$ cat src/rtl/mem_arb_pkg.sv
// Shared definitions for mem_burst_arbiter: FSM state encoding, master indices and
// default bus widths.
package mem_arb_pkg;

    typedef enum logic [1:0] {
        StIdle  = 2'd0,
        StIssue = 2'd1,
        StData  = 2'd2
    } arb_state_e;

    localparam logic M_INST = 1'b0;
    localparam logic M_DATA = 1'b1;

    localparam int unsigned ADDR_W_DEF  = 32;
    localparam int unsigned DATA_W_DEF  = 64;
    localparam int unsigned BURST_W_DEF = 4;

endpackage

$ cat src/rtl/mem_burst_arbiter_if.sv
// Avalon-style pipelined burst-read bus. The master modport issues commands; the slave
// modport answers with waitrequest and returns data beats.
interface mem_burst_arbiter_if #(
    parameter int unsigned ADDR_W  = 32,
    parameter int unsigned DATA_W  = 64,
    parameter int unsigned BURST_W = 4
);
    logic [ADDR_W-1:0]  address;
    logic               read;
    logic [BURST_W-1:0] burstcount;
    logic [DATA_W-1:0]  readdata;
    logic               waitrequest;
    logic               readdatavalid;

    modport master (
        output address, read, burstcount,
        input  readdata, waitrequest, readdatavalid
    );

    modport slave (
        input  address, read, burstcount,
        output readdata, waitrequest, readdatavalid
    );
endinterface

$ cat src/rtl/rr_arbiter2.sv
// Two-request grant: round-robin with a last-owner pointer, or fixed priority to master 0
// when MEM_BURST_ARB_FIXED_PRIO_EN is defined.
module rr_arbiter2
    import mem_arb_pkg::*;
(
    input  logic       clock,
    input  logic       reset,
    input  logic [1:0] i_req,
    input  logic       i_update,
    output logic       o_grant
);

`ifdef MEM_BURST_ARB_FIXED_PRIO_EN
    logic w_unused;
    assign w_unused = ^{clock, reset, i_update, i_req[1]};

    assign o_grant = i_req[M_INST] ? M_INST : M_DATA;
`else
    logic r_rr_last;

    // Pointer starts at master 1 so master 0 wins the first tie after reset.
    always_ff @(posedge clock or posedge reset) begin
        if (reset) begin
            r_rr_last <= M_DATA;
        end else if (i_update) begin
            r_rr_last <= o_grant;
        end
    end

    always_comb begin
        o_grant = M_INST;
        if (i_req[M_INST] && i_req[M_DATA]) begin
            o_grant = ~r_rr_last;
        end else if (i_req[M_DATA]) begin
            o_grant = M_DATA;
        end
    end
`endif

endmodule

$ cat src/rtl/mem_burst_arbiter.sv
// Shares one burst-read port between master 0 (instruction fetch) and master 1 (data),
// holding the grant until every beat returns. Option macro: MEM_BURST_ARB_FIXED_PRIO_EN.
module mem_burst_arbiter
    import mem_arb_pkg::*;
#(
    parameter int unsigned ADDR_W  = ADDR_W_DEF,
    parameter int unsigned DATA_W  = DATA_W_DEF,
    parameter int unsigned BURST_W = BURST_W_DEF
) (
    input  logic                 clock,
    input  logic                 reset,
    mem_burst_arbiter_if.slave   m0,
    mem_burst_arbiter_if.slave   m1,
    mem_burst_arbiter_if.master  mem
);

    localparam logic [BURST_W-1:0] BeatOne = BURST_W'(1);

    arb_state_e         r_state;
    logic               r_owner;
    logic [BURST_W-1:0] r_remaining;

    logic [1:0]         w_req;
    logic               w_grant;
    logic               w_arb_update;
    logic               w_own_read;
    logic [ADDR_W-1:0]  w_own_addr;
    logic [BURST_W-1:0] w_own_bc;
    logic [BURST_W-1:0] w_beats;
    logic               w_last_beat;
    logic               w_fwd_valid;
    logic [DATA_W-1:0]  w_rdata;

    assign w_req        = {m1.read, m0.read};
    assign w_arb_update = (r_state == StIdle) && (|w_req);

    assign w_own_read   = r_owner ? m1.read       : m0.read;
    assign w_own_addr   = r_owner ? m1.address    : m0.address;
    assign w_own_bc     = r_owner ? m1.burstcount : m0.burstcount;

    // A zero burstcount is treated as a single beat.
    assign w_beats      = (w_own_bc == '0) ? BeatOne : w_own_bc;
    assign w_last_beat  = (r_remaining <= BeatOne);

    rr_arbiter2 u_rr_arbiter2 (
        .clock    (clock),
        .reset    (reset),
        .i_req    (w_req),
        .i_update (w_arb_update),
        .o_grant  (w_grant)
    );

    always_ff @(posedge clock or posedge reset) begin
        if (reset) begin
            r_state     <= StIdle;
            r_owner     <= M_INST;
            r_remaining <= '0;
        end else begin
            unique case (r_state)
                StIdle: begin
                    if (|w_req) begin
                        r_owner <= w_grant;
                        r_state <= StIssue;
                    end
                end
                StIssue: begin
                    // Owner withdrawing before acceptance is a protocol violation; drop it.
                    if (!w_own_read) begin
                        r_state <= StIdle;
                    end else if (!mem.waitrequest) begin
                        r_remaining <= w_beats;
                        r_state     <= StData;
                    end
                end
                StData: begin
                    if (mem.readdatavalid) begin
                        r_remaining <= r_remaining - BeatOne;
                        if (w_last_beat) begin
                            r_state <= StIdle;
                        end
                    end
                end
                default: r_state <= StIdle;
            endcase
        end
    end

    assign w_fwd_valid = (r_state == StData) && mem.readdatavalid;
    assign w_rdata     = mem.readdata;

    always_comb begin
        mem.address    = w_own_addr;
        mem.burstcount = w_own_bc;
        mem.read       = (r_state == StIssue) && w_own_read;

        m0.waitrequest = 1'b1;
        m1.waitrequest = 1'b1;
        if (r_state == StIssue) begin
            if (r_owner == M_DATA) begin
                m1.waitrequest = mem.waitrequest;
            end else begin
                m0.waitrequest = mem.waitrequest;
            end
        end

        m0.readdata      = w_rdata;
        m1.readdata      = w_rdata;
        m0.readdatavalid = w_fwd_valid && (r_owner == M_INST);
        m1.readdatavalid = w_fwd_valid && (r_owner == M_DATA);
    end

endmodule

$ cat src/flat_wrapper.sv
// flat-port wrapper written by rule: the top's interface ports become plain ports
module mem_burst_arbiter_flat import mem_arb_pkg::*;
#(
    parameter int unsigned ADDR_W  = ADDR_W_DEF,
    parameter int unsigned DATA_W  = DATA_W_DEF,
    parameter int unsigned BURST_W = BURST_W_DEF
)
  (clock, reset, m0_address, m0_read, m0_burstcount, m0_readdata, m0_waitrequest, m0_readdatavalid, m1_address, m1_read, m1_burstcount, m1_readdata, m1_waitrequest, m1_readdatavalid, mem_address, mem_read, mem_burstcount, mem_readdata, mem_waitrequest, mem_readdatavalid);
  mem_burst_arbiter_if #(.ADDR_W(ADDR_W), .DATA_W(DATA_W), .BURST_W(BURST_W)) m0_i ();
  mem_burst_arbiter_if #(.ADDR_W(ADDR_W), .DATA_W(DATA_W), .BURST_W(BURST_W)) m1_i ();
  mem_burst_arbiter_if #(.ADDR_W(ADDR_W), .DATA_W(DATA_W), .BURST_W(BURST_W)) mem_i ();
  input  logic clock;
  input  logic reset;
  input wire logic [$bits(m0_i.address)-1:0] m0_address;
  input wire logic [$bits(m0_i.read)-1:0] m0_read;
  input wire logic [$bits(m0_i.burstcount)-1:0] m0_burstcount;
  output wire logic [$bits(m0_i.readdata)-1:0] m0_readdata;
  output wire logic [$bits(m0_i.waitrequest)-1:0] m0_waitrequest;
  output wire logic [$bits(m0_i.readdatavalid)-1:0] m0_readdatavalid;
  input wire logic [$bits(m1_i.address)-1:0] m1_address;
  input wire logic [$bits(m1_i.read)-1:0] m1_read;
  input wire logic [$bits(m1_i.burstcount)-1:0] m1_burstcount;
  output wire logic [$bits(m1_i.readdata)-1:0] m1_readdata;
  output wire logic [$bits(m1_i.waitrequest)-1:0] m1_waitrequest;
  output wire logic [$bits(m1_i.readdatavalid)-1:0] m1_readdatavalid;
  output wire logic [$bits(mem_i.address)-1:0] mem_address;
  output wire logic [$bits(mem_i.read)-1:0] mem_read;
  output wire logic [$bits(mem_i.burstcount)-1:0] mem_burstcount;
  input wire logic [$bits(mem_i.readdata)-1:0] mem_readdata;
  input wire logic [$bits(mem_i.waitrequest)-1:0] mem_waitrequest;
  input wire logic [$bits(mem_i.readdatavalid)-1:0] mem_readdatavalid;
  assign m0_i.address = m0_address;
  assign m0_i.read = m0_read;
  assign m0_i.burstcount = m0_burstcount;
  assign m0_readdata = m0_i.readdata;
  assign m0_waitrequest = m0_i.waitrequest;
  assign m0_readdatavalid = m0_i.readdatavalid;
  assign m1_i.address = m1_address;
  assign m1_i.read = m1_read;
  assign m1_i.burstcount = m1_burstcount;
  assign m1_readdata = m1_i.readdata;
  assign m1_waitrequest = m1_i.waitrequest;
  assign m1_readdatavalid = m1_i.readdatavalid;
  assign mem_address = mem_i.address;
  assign mem_read = mem_i.read;
  assign mem_burstcount = mem_i.burstcount;
  assign mem_i.readdata = mem_readdata;
  assign mem_i.waitrequest = mem_waitrequest;
  assign mem_i.readdatavalid = mem_readdatavalid;
  mem_burst_arbiter #(.ADDR_W(ADDR_W), .DATA_W(DATA_W), .BURST_W(BURST_W)) u_core (.clock(clock), .reset(reset), .m0(m0_i), .m1(m1_i), .mem(mem_i));
endmodule
$ cat config.mk
export PLATFORM = sky130hd
export DESIGN_NAME = mem_burst_arbiter_flat
export DESIGN_NICKNAME = d
export VERILOG_FILES = /design/src/rtl/mem_arb_pkg.sv /design/src/rtl/mem_burst_arbiter_if.sv /design/src/rtl/rr_arbiter2.sv /design/src/rtl/mem_burst_arbiter.sv /design/src/flat_wrapper.sv
export SDC_FILE = /design/constraint.sdc
export NUM_CORES = 1
export LEC_CHECK = 0
export ABC_CLOCK_PERIOD_IN_PS = 2500
export CAP_MARGIN = 25
export CORE_AREA = 2 2 119 121
export DETAILED_ROUTE_END_ITERATION = 8
export DIE_AREA = 0 0 121 123
export REMOVE_ABC_BUFFERS = 1
export SLEW_MARGIN = 20
export SYNTH_ARGS = -nofsm -noshare
export SYNTH_HDL_FRONTEND = slang
export SYNTH_SLANG_ARGS = --single-unit
export TNS_END_PERCENT = 10
$ cat constraint.sdc
create_clock -name clock -period 2.5 [get_ports clock]
set_input_delay 0.5 -clock clock [delete_from_list [all_inputs] [get_ports clock]]
set_output_delay 0.5 -clock clock [all_outputs]
set_load 0.05 [all_outputs]
==> flow_summary.yaml, run 1 <==
outcome:
  status: "finished clean"
setup_path:
  cp.depth: 4
  required_ns: 2.00
  slowest_stage: "clkdlybuf4s50_1"
  reg2reg_depth: 4
  max_stage_delay_ns: 0.62
  crit_start: "m0_read"
  cp-start-kind: "input pin"
  endpoint_kind: "primary output"
  cp.buffers_inverters: 2
  arrival_ns: 1.86
  critical_path_class: "input pin to primary output"
  crit_chain: "clkdlybuf4s50_1 > mux2i_4 > nor3b_1 > buf_12"
  reg2reg_from: "u_core.r_owner"
  r2r-end: "u_core.r_remaining[1]"
  worstPathMaxFanout: 6
  crit_end: "mem_read"
  ff2ff_setup_slack_ns: 0.89
  cp_top_family: "buffers and inverters"
route:
  drt_first_pass_iters: 4
  vias: 1627
  drc: 0
  routed_wl_um: 15600
  drt_iter0_drc: 75
  vias_per_cell: 4.09
  ant_nets: 0
  wl_per_cell_um: 39.2
logic_synthesis:
  synth-seq-area-share_pct: 10.2
  synth_cell_types: 35
  ys_seq_elements: 8
  synth_area_um2: 1970
  syn_inst: 228
  yosysTopAreaCellShare_pct: 49.6
  synthTopCellsByArea: "buf_4 50%, mux2_2 21%, dfrtp_1 8.9%"
  yosys_warnings: 0
  syn_avg_cell_area_um2: 8.64
  yosysTopAreaCell: "buf_4"
global_route:
  grt_max_degree: 37
  overflow: 0
  met3_usage_pct: 28.0
  grt_pass1_wl_um: 19000
  antenna_found_initial: 0
  grt_pass1_vias: 1691
  gr-usage-met2_pct: 33.8
  grtUsageMet1_pct: 11.0
  busiest_layer: "met2"
  grt.total_usage_pct: 20.4
timing:
  setup_violations: 0
  max_slew_margin_pct: 72.2
  worst_slew_pin_slew_ns: 0.416
  drv_slew: 0
  fmax_ghz: 0.424
  hold_viol: 0
  period_share_pct: 94.3
  rsz0062_at_grt: "false"
  clock_skew_ns: 0.00105
  fin_crit_ns: 2.36
cells_and_area:
  nets: 363
  drive_gt1_share_pct: 42.2
  fin_util_pct: 17.8
  final_cells: 398
  diodes: 0
  synthToLayoutAreaGrowth_pct: 22.9
placement:
  place.gp.congestion: 0.814
  place.detailed.hpwl_um: 14100
  port_buffers: 118
  dp.cells: 394
die:
  io_pins: 311
  rows: 43
  die_area_um2: 14900
  die_height_um: 123
  initial_core_util_pct: 14.5
  die_w_um: 121
  core_um2: 13600
worst_hold_path:
  worstHoldPathType: "input pin to async pin"
cts:
  cts_sinks: 8
  post_cts_buffers: 0
  clk_pin_slew_ns: 0.04
  holdBufCountCts: 0
  postCtsResizedCells: 0
  clock_path_buffers: 2
  clock_latency_ns: 0.23
  htreeDepth: 1
  numCtsBuffers: 3
  tritoncts: "yes"
  cts-root-buf: "clkbuf_16"
job:
  drv_cap: 0
power:
  p_leak_nw: 0.934
  ir_drop_mv: 0.439
  power_density_nw_per_um2: 1060
area by class of cell:
cell class | count | area (um^2)
Clock buffer | 4 | 78.8
Multi-Input combinational cell | 83 | 762
Timing Repair Buffer | 119 | 1140
Sequential cell | 8 | 203
Fill cell | 1509 | 11200
Tap cell | 180 | 225
Inverter | 4 | 15.0
worst register-to-register path, stage by stage (launching register included):
cell and delay [ns]:
dfrtp_2 0.55, buf_12 0.25, mux2_2 0.40, nand2_1 0.15, o221a_1 0.20
layout by cell type, fill, tap and decap left out, types with 2 or more instances in the layout:
cell type	instances
o221a_1	2
buf_4	38
nand2b_1	2
clkbuf_16	3
nor3_1	3
a211oi_1	2
mux2_2	37
ha_1	2
nand2_1	7
buf_12	4
dfrtp_1	6
nor2_1	6
clkdlybuf4s50_1	77
inv_1	4
through the flow:
stage	area (um^2)	power (W)	hold slack (ns)	setup slack [ns]	setup TNS (ns)
finish	2420	0.00256	0.554	0.143	0
global placement	2340	0.00228	0.517	0.223	0
global route	2420	0.00270	0.597	0.0531	0
floorplan	978	0.00162	0.315	-0.576	-0.576
detailed placement	2340	0.00230	0.566	0.154	0
CTS	2420	0.00258	0.571	0.130	0
cells in the mapped netlist, drive strengths merged:
cell type    n
buf        133
mux2        37
dfrtp        7
nand2        7
nor2         6
inv          4
nor3         3
a211oi       2
ha           2
mux2i        2
nand2b       2
nor3b        2
o21ai        2
o221a        2
a21oi        1
a22oi        1
a2bb2oi      1
a31oi        1
a32o         1
and2         1
and2b        1
and3         1
and3b        1
dfstp        1
nand3b       1
nor4         1
nor4b        1
o31ai        1
o41ai        1
or3b         1
xnor2        1
state kept, by name, indices dropped and copies added, names as in the netlist:
register / count
u_core.r_owner: 1
u_core.r_remaining: 4
u_core.r_state: 2
u_core.u_rr_arbiter2.r_rr_last: 1
kinds of logic after synthesis:
family                     Yosys count  synth area share [%]
DFF                                  8                  10.2
buffers and inverters              137                  51.1
muxes                               39                  22.8
AOI/OAI and AO/OA                   13                  5.34
xor gates and xnor gates             1                 0.445
adders and majority gates            2                  1.27
and+or+nand+nor                     28                  8.83
per-layer routing:
| layer | up-vias | wire length [um] |
|---|---|---|
| met3 | 27 | 4850 |
| li1 | 612 | - |
| met4 | 2 | 631 |
| met5 | - | 81 |
| met1 | 674 | 2940 |
| met2 | 312 | 7100 |
how the worst min path moves through the flow:
stage / startpoint / endpoint / slack (ns) / cells past startpoint
after floorplan: reset / u_core.r_owner / 0.31 / 1
after global placement: u_core.u_rr_arbiter2.r_rr_last / u_core.u_rr_arbiter2.r_rr_last / 0.52 / 2
after detailed placement: u_core.u_rr_arbiter2.r_rr_last / u_core.u_rr_arbiter2.r_rr_last / 0.57 / 2
after CTS: u_core.u_rr_arbiter2.r_rr_last / u_core.u_rr_arbiter2.r_rr_last / 0.57 / 2
after global routing: reset / u_core.r_remaining[3] / 0.60 / 2
final: reset / u_core.r_remaining[3] / 0.55 / 2
report_power, final:
| group | switching [W] | internal (W) |
|---|---|---|
| registers | 0.000118 | 0.000205 |
| logic | 0.00116 | 0.000798 |
| clock network | 0.0000649 | 0.000213 |
| total | 0.00134 | 0.00122 |
No activity file was read; power rests on OpenSTA's default activity.
==> run 2: changes to the inputs <==
Settings changed: REMOVE_ABC_BUFFERS 1 to unset.
==> flow_summary.yaml, run 2 (synthesis results as in run 1) <==
route:
  ant_nets: 0
  vias: 1425
  routed_wl_um: 7280
  drt_first_pass_iters: 2
  vias_per_cell: 3.58
  drt_iter0_drc: 16
  wl_per_cell_um: 18.3
  drc: 0
timing:
  fmax_ghz: 0.426
  drv_slew: 0
  max_slew_margin_pct: 70.9
  worst_slew_pin_slew_ns: 0.433
  setup_violations: 0
  rsz0062_at_grt: "false"
  fin_setup_tns_ns: 0
  fin_crit_ns: 2.35
  hold_viol: 0
  period_share_pct: 93.8
  clock_skew_ns: 0.00202
placement:
  place.gp.congestion: 0.682
  dp.cells: 394
  port_buffers: 118
  place.detailed.hpwl_um: 6400
cts:
  cts-root-buf: "clkbuf_16"
  postCtsResizedCells: 0
  clock_latency_ns: 0.24
  cts_sinks: 8
  clk_pin_slew_ns: 0.04
  numCtsBuffers: 3
  tritoncts: "yes"
  clock_path_buffers: 2
  htreeDepth: 1
  post_cts_buffers: 0
  holdBufCountCts: 0
outcome:
  status: "finished clean"
cells_and_area:
  synthToLayoutAreaGrowth_pct: 23.5
  final_cells: 398
  final_common_cell: "clkdlybuf4s50_1"
  drive_gt1_share_pct: 42.2
  diodes: 0
  nets: 363
  fin_util_pct: 17.9
  largest_reg_flops: 4
  mostFrequentLayoutCells: "77 x clkdlybuf4s50_1, 37 x mux2_2, 37 x buf_4"
  largest-register: "u_core.r_remaining"
  reg_top3: "u_core.r_remaining: 4 flops, u_core.r_state: 2 flops"
die:
  core_um2: 13600
  rows: 43
  die_height_um: 123
  die_w_um: 121
  io_pins: 311
  die_area_um2: 14900
  initial_core_util_pct: 14.5
setup_path:
  crit_chain: "clkdlybuf4s50_1 > mux2i_4 > nor3b_1 > buf_12"
  r2r-end: "u_core.r_remaining[3]"
  reg2reg_depth: 4
  arrival_ns: 1.85
  critical_path_class: "input pin to primary output"
  slowest_stage: "clkdlybuf4s50_1"
  reg2reg_from: "u_core.r_owner"
  endpoint_kind: "primary output"
  max_stage_delay_ns: 0.61
  cp_top_family: "buffers and inverters"
  required_ns: 2.00
  cp.buffers_inverters: 2
  cp-start-kind: "input pin"
  ff2ff_setup_slack_ns: 0.81
  worstPathMaxFanout: 6
global_route:
  grt_pass1_vias: 1481
  grt_max_degree: 35
  grt.total_usage_pct: 8.63
  grt_pass1_wl_um: 9100
  antenna_found_initial: 0
  overflow: 0
power:
  ir_drop_mv: 0.285
  p_leak_nw: 0.938
  power_density_nw_per_um2: 1080
worst_hold_path:
  hold_depth: 2
  hp-start: "u_core.u_rr_arbiter2.r_rr_last"
  holdPathEnd: "u_core.u_rr_arbiter2.r_rr_last"
  worstHoldPathType: "flop to flop"
logic_synthesis:
  synth_fp_nets: 372
job:
  drv_cap: 0
==> run 2: stage by stage <==
stage          cell area, um^2  total power (W)  setup WS, ns  hold slack (ns)
3_5_place_dp              2350          0.00237         0.149            0.543
4_1_cts                   2430          0.00267         0.147            0.549
3_3_place_gp              2350          0.00235         0.218            0.520
2_1_floorplan             1970          0.00222         0.135            0.315
6_report                  2430          0.00262         0.155            0.549
5_1_grt                   2430          0.00275         0.105            0.573
==> run 2: final cells by class <==
| type | count | area (um^2) |
|---|---|---|
| inverter | 4 | 15.0 |
| timing repair buffer | 119 | 1150 |
| multi-input combinational | 83 | 762 |
| sequential | 8 | 203 |
| tap | 180 | 225 |
| clock buffer | 4 | 78.8 |
| fill | 1490 | 11200 |
==> run 2: where the power goes <==
group	internal (W)	switching, W	total [W]
Clock	0.000214	0.0000750	0.000289
Sequential	0.000204	0.000140	0.000344
Combinational	0.000810	0.00118	0.00199
==> run 2: worst reg2reg max path: cells and delay by family (launching register included) <==
family	cells	cell delay, ns
flops	1	0.59
compound gates	1	0.08
mux	1	0.45
simple gates	1	0.19
buf+inv	1	0.25
==> run 2: worst max path at each step <==
stage / endpoint / cells after the start / slack (ns) / start
2_1_floorplan: mem_read / 3 / 0.14 / u_core.r_owner
3_3_place_gp: mem_read / 4 / 0.22 / m0_read
3_5_place_dp: mem_read / 4 / 0.15 / m0_read
4_1_cts: mem_read / 4 / 0.15 / m0_read
5_1_grt: mem_read / 4 / 0.10 / m0_read
6_report: mem_read / 4 / 0.15 / m0_read
==> run 2: layer usage <==
metal	track usage [%]	wire length, um	vias to the layer above
met5	0	0	-
met4	4.36	234	0
met3	3.41	1060	22
met2	17.9	3940	155
met1	6.78	2040	638
li1	-	-	610
==> run 3: changes to the inputs <==
Settings changed: CORE_AREA 2 2 119 121 to 5 5 119 121, DIE_AREA 0 0 121 123 to 0 0 124 126.
==> flow_summary.yaml, run 3 (synthesis results as in run 1) <==
placement:
  place.detailed.hpwl_um: 6210
  place_ws_ns: 0.284
  port_buffers: 118
  place.gp.congestion: 0.671
  dp.cells: 391
outcome:
  status: "finished clean"
die:
  io_pins: 311
  die_w_um: 124
  initial_core_util_pct: 15.2
  core_um2: 13000
  die_height_um: 126
  die_area_um2: 15600
  rows: 42
cells_and_area:
  nets: 364
  synthToLayoutAreaGrowth_pct: 23.0
  fin_util_pct: 18.7
  final_cells: 395
  reg_top3: "u_core.r_remaining: 4 flops, u_core.r_state: 2 flops"
  largest-register: "u_core.r_remaining"
  final_common_cell: "clkdlybuf4s50_1"
  mostFrequentLayoutCells: "77 x clkdlybuf4s50_1, 39 x buf_4, 37 x mux2_2"
  seq_area_um2: 203
  largest_reg_flops: 4
  multiInputGateArea_um2: 762
  n_fill_cell: 1429
  drive_gt1_share_pct: 42.5
  diodes: 0
cts:
  cts-root-buf: "clkbuf_16"
  post_cts_buffers: 0
  cts_sinks: 8
  postCtsResizedCells: 0
  clock_path_buffers: 2
  numCtsBuffers: 3
  holdBufCountCts: 0
  clock_latency_ns: 0.23
  clk_pin_slew_ns: 0.04
  tritoncts: "yes"
  htreeDepth: 1
power:
  seqPwrFrac_pct: 12.6
  comb_power_share_pct: 76.6
  p_int_w: 0.00123
  power_density_nw_per_um2: 1060
  pwr-share-clk_pct: 10.9
  ir_drop_mv: 0.443
  p_sw_share_pct: 52.3
  p_switching_w: 0.00134
  p_leak_nw: 0.939
route:
  routed_wl_um: 6940
  drc: 0
  vias_per_cell: 3.59
  ant_nets: 0
  drt_iter0_drc: 45
  drt_first_pass_iters: 4
  vias: 1417
  wl_per_cell_um: 17.6
timing:
  period_share_pct: 88.8
  drv_slew: 0
  fmax_ghz: 0.450
  fin_crit_ns: 2.22
  clock_skew_ns: 0.00162
  rsz0062_at_grt: "false"
  max_slew_margin_pct: 74.0
  worst_slew_pin_slew_ns: 0.389
  hold_viol: 0
  layout_setup_ws_ns: 0.280
  setup_violations: 0
  fin_setup_tns_ns: 0
job:
  drv_cap: 0
global_route:
  overflow: 0
  grt_max_degree: 39
  grt.total_usage_pct: 7.56
  antenna_found_initial: 0
  grt_pass1_wl_um: 8890
  grt_pass1_vias: 1445
logic_synthesis:
  synth_fp_nets: 372
setup_path:
  cp-start-kind: "input pin"
  critical_path_class: "input pin to primary output"
  arrival_ns: 1.72
  endpoint_kind: "primary output"
  worstPathMaxFanout: 6
  reg2reg_from: "u_core.r_owner"
  required_ns: 2.00
  reg2reg_depth: 3
  r2r-end: "u_core.r_remaining[1]"
  ff2ff_setup_slack_ns: 0.95
worst_hold_path:
  worstHoldPathType: "input pin to async pin"
## run 3: cell types whose count changed in the layout (fill, tap and decap cells not counted)
cell | before | now
buf_4 | 37 | 39
buf_12 | 5 | 4
## run 3: stage by stage
| step | hold WS (ns) | cell area (um^2) | total power (W) |
|---|---|---|---|
| floorplan | 0.315 | 1970 | 0.00222 |
| global placement | 0.530 | 2340 | 0.00229 |
| detailed placement | 0.540 | 2340 | 0.00231 |
| CTS | 0.545 | 2420 | 0.00260 |
| global route | 0.577 | 2420 | 0.00270 |
| finish | 0.534 | 2420 | 0.00257 |
## run 3: final cells by class
type	instances	area share, %
clock buffer	4	3.25
multi-input combinational	83	31.5
inverter	4	0.620
tap	176	9.09
sequential	8	8.37
timing repair buffer	120	47.2
## run 3: power groups by stage
stage / clock, W / sequential (W) / combinational, W
after CTS: 0.000287 / 0.000326 / 0.00199
after floorplan: 0 / 0.000258 / 0.00196
after detailed placement: 0 / 0.000326 / 0.00198
final: 0.000279 / 0.000323 / 0.00197
after global placement: 0 / 0.000321 / 0.00197
after global routing: 0.000294 / 0.000337 / 0.00207
## run 3: layer usage
| metal | share of wire [%] | global-route usage, % | vias to the layer above |
|---|---|---|---|
| met5 | 0 | 0 | - |
| met4 | 2.9 | 2.84 | 0 |
| met2 | 48 | 14.1 | 176 |
| li1 | - | - | 610 |
| met3 | 22 | 4.39 | 21 |
| met1 | 28 | 6.53 | 610 |
## run 3: critical path, cell delays in order
cell and delay, ns:
clkdlybuf4s50_1 0.60, mux2i_4 0.14, nor3b_1 0.20, buf_4 0.15, buf_12 0.12
## run 3: worst max path at each step
stage                   startpoint        to  slack (ns)  cells after the start
finish                     m0_read  mem_read        0.28                      5
global route               m0_read  mem_read        0.19                      5
global placement           m0_read  mem_read        0.26                      5
floorplan           u_core.r_owner  mem_read        0.14                      3
detailed placement         m0_read  mem_read        0.28                      5
CTS                        m0_read  mem_read        0.27                      5
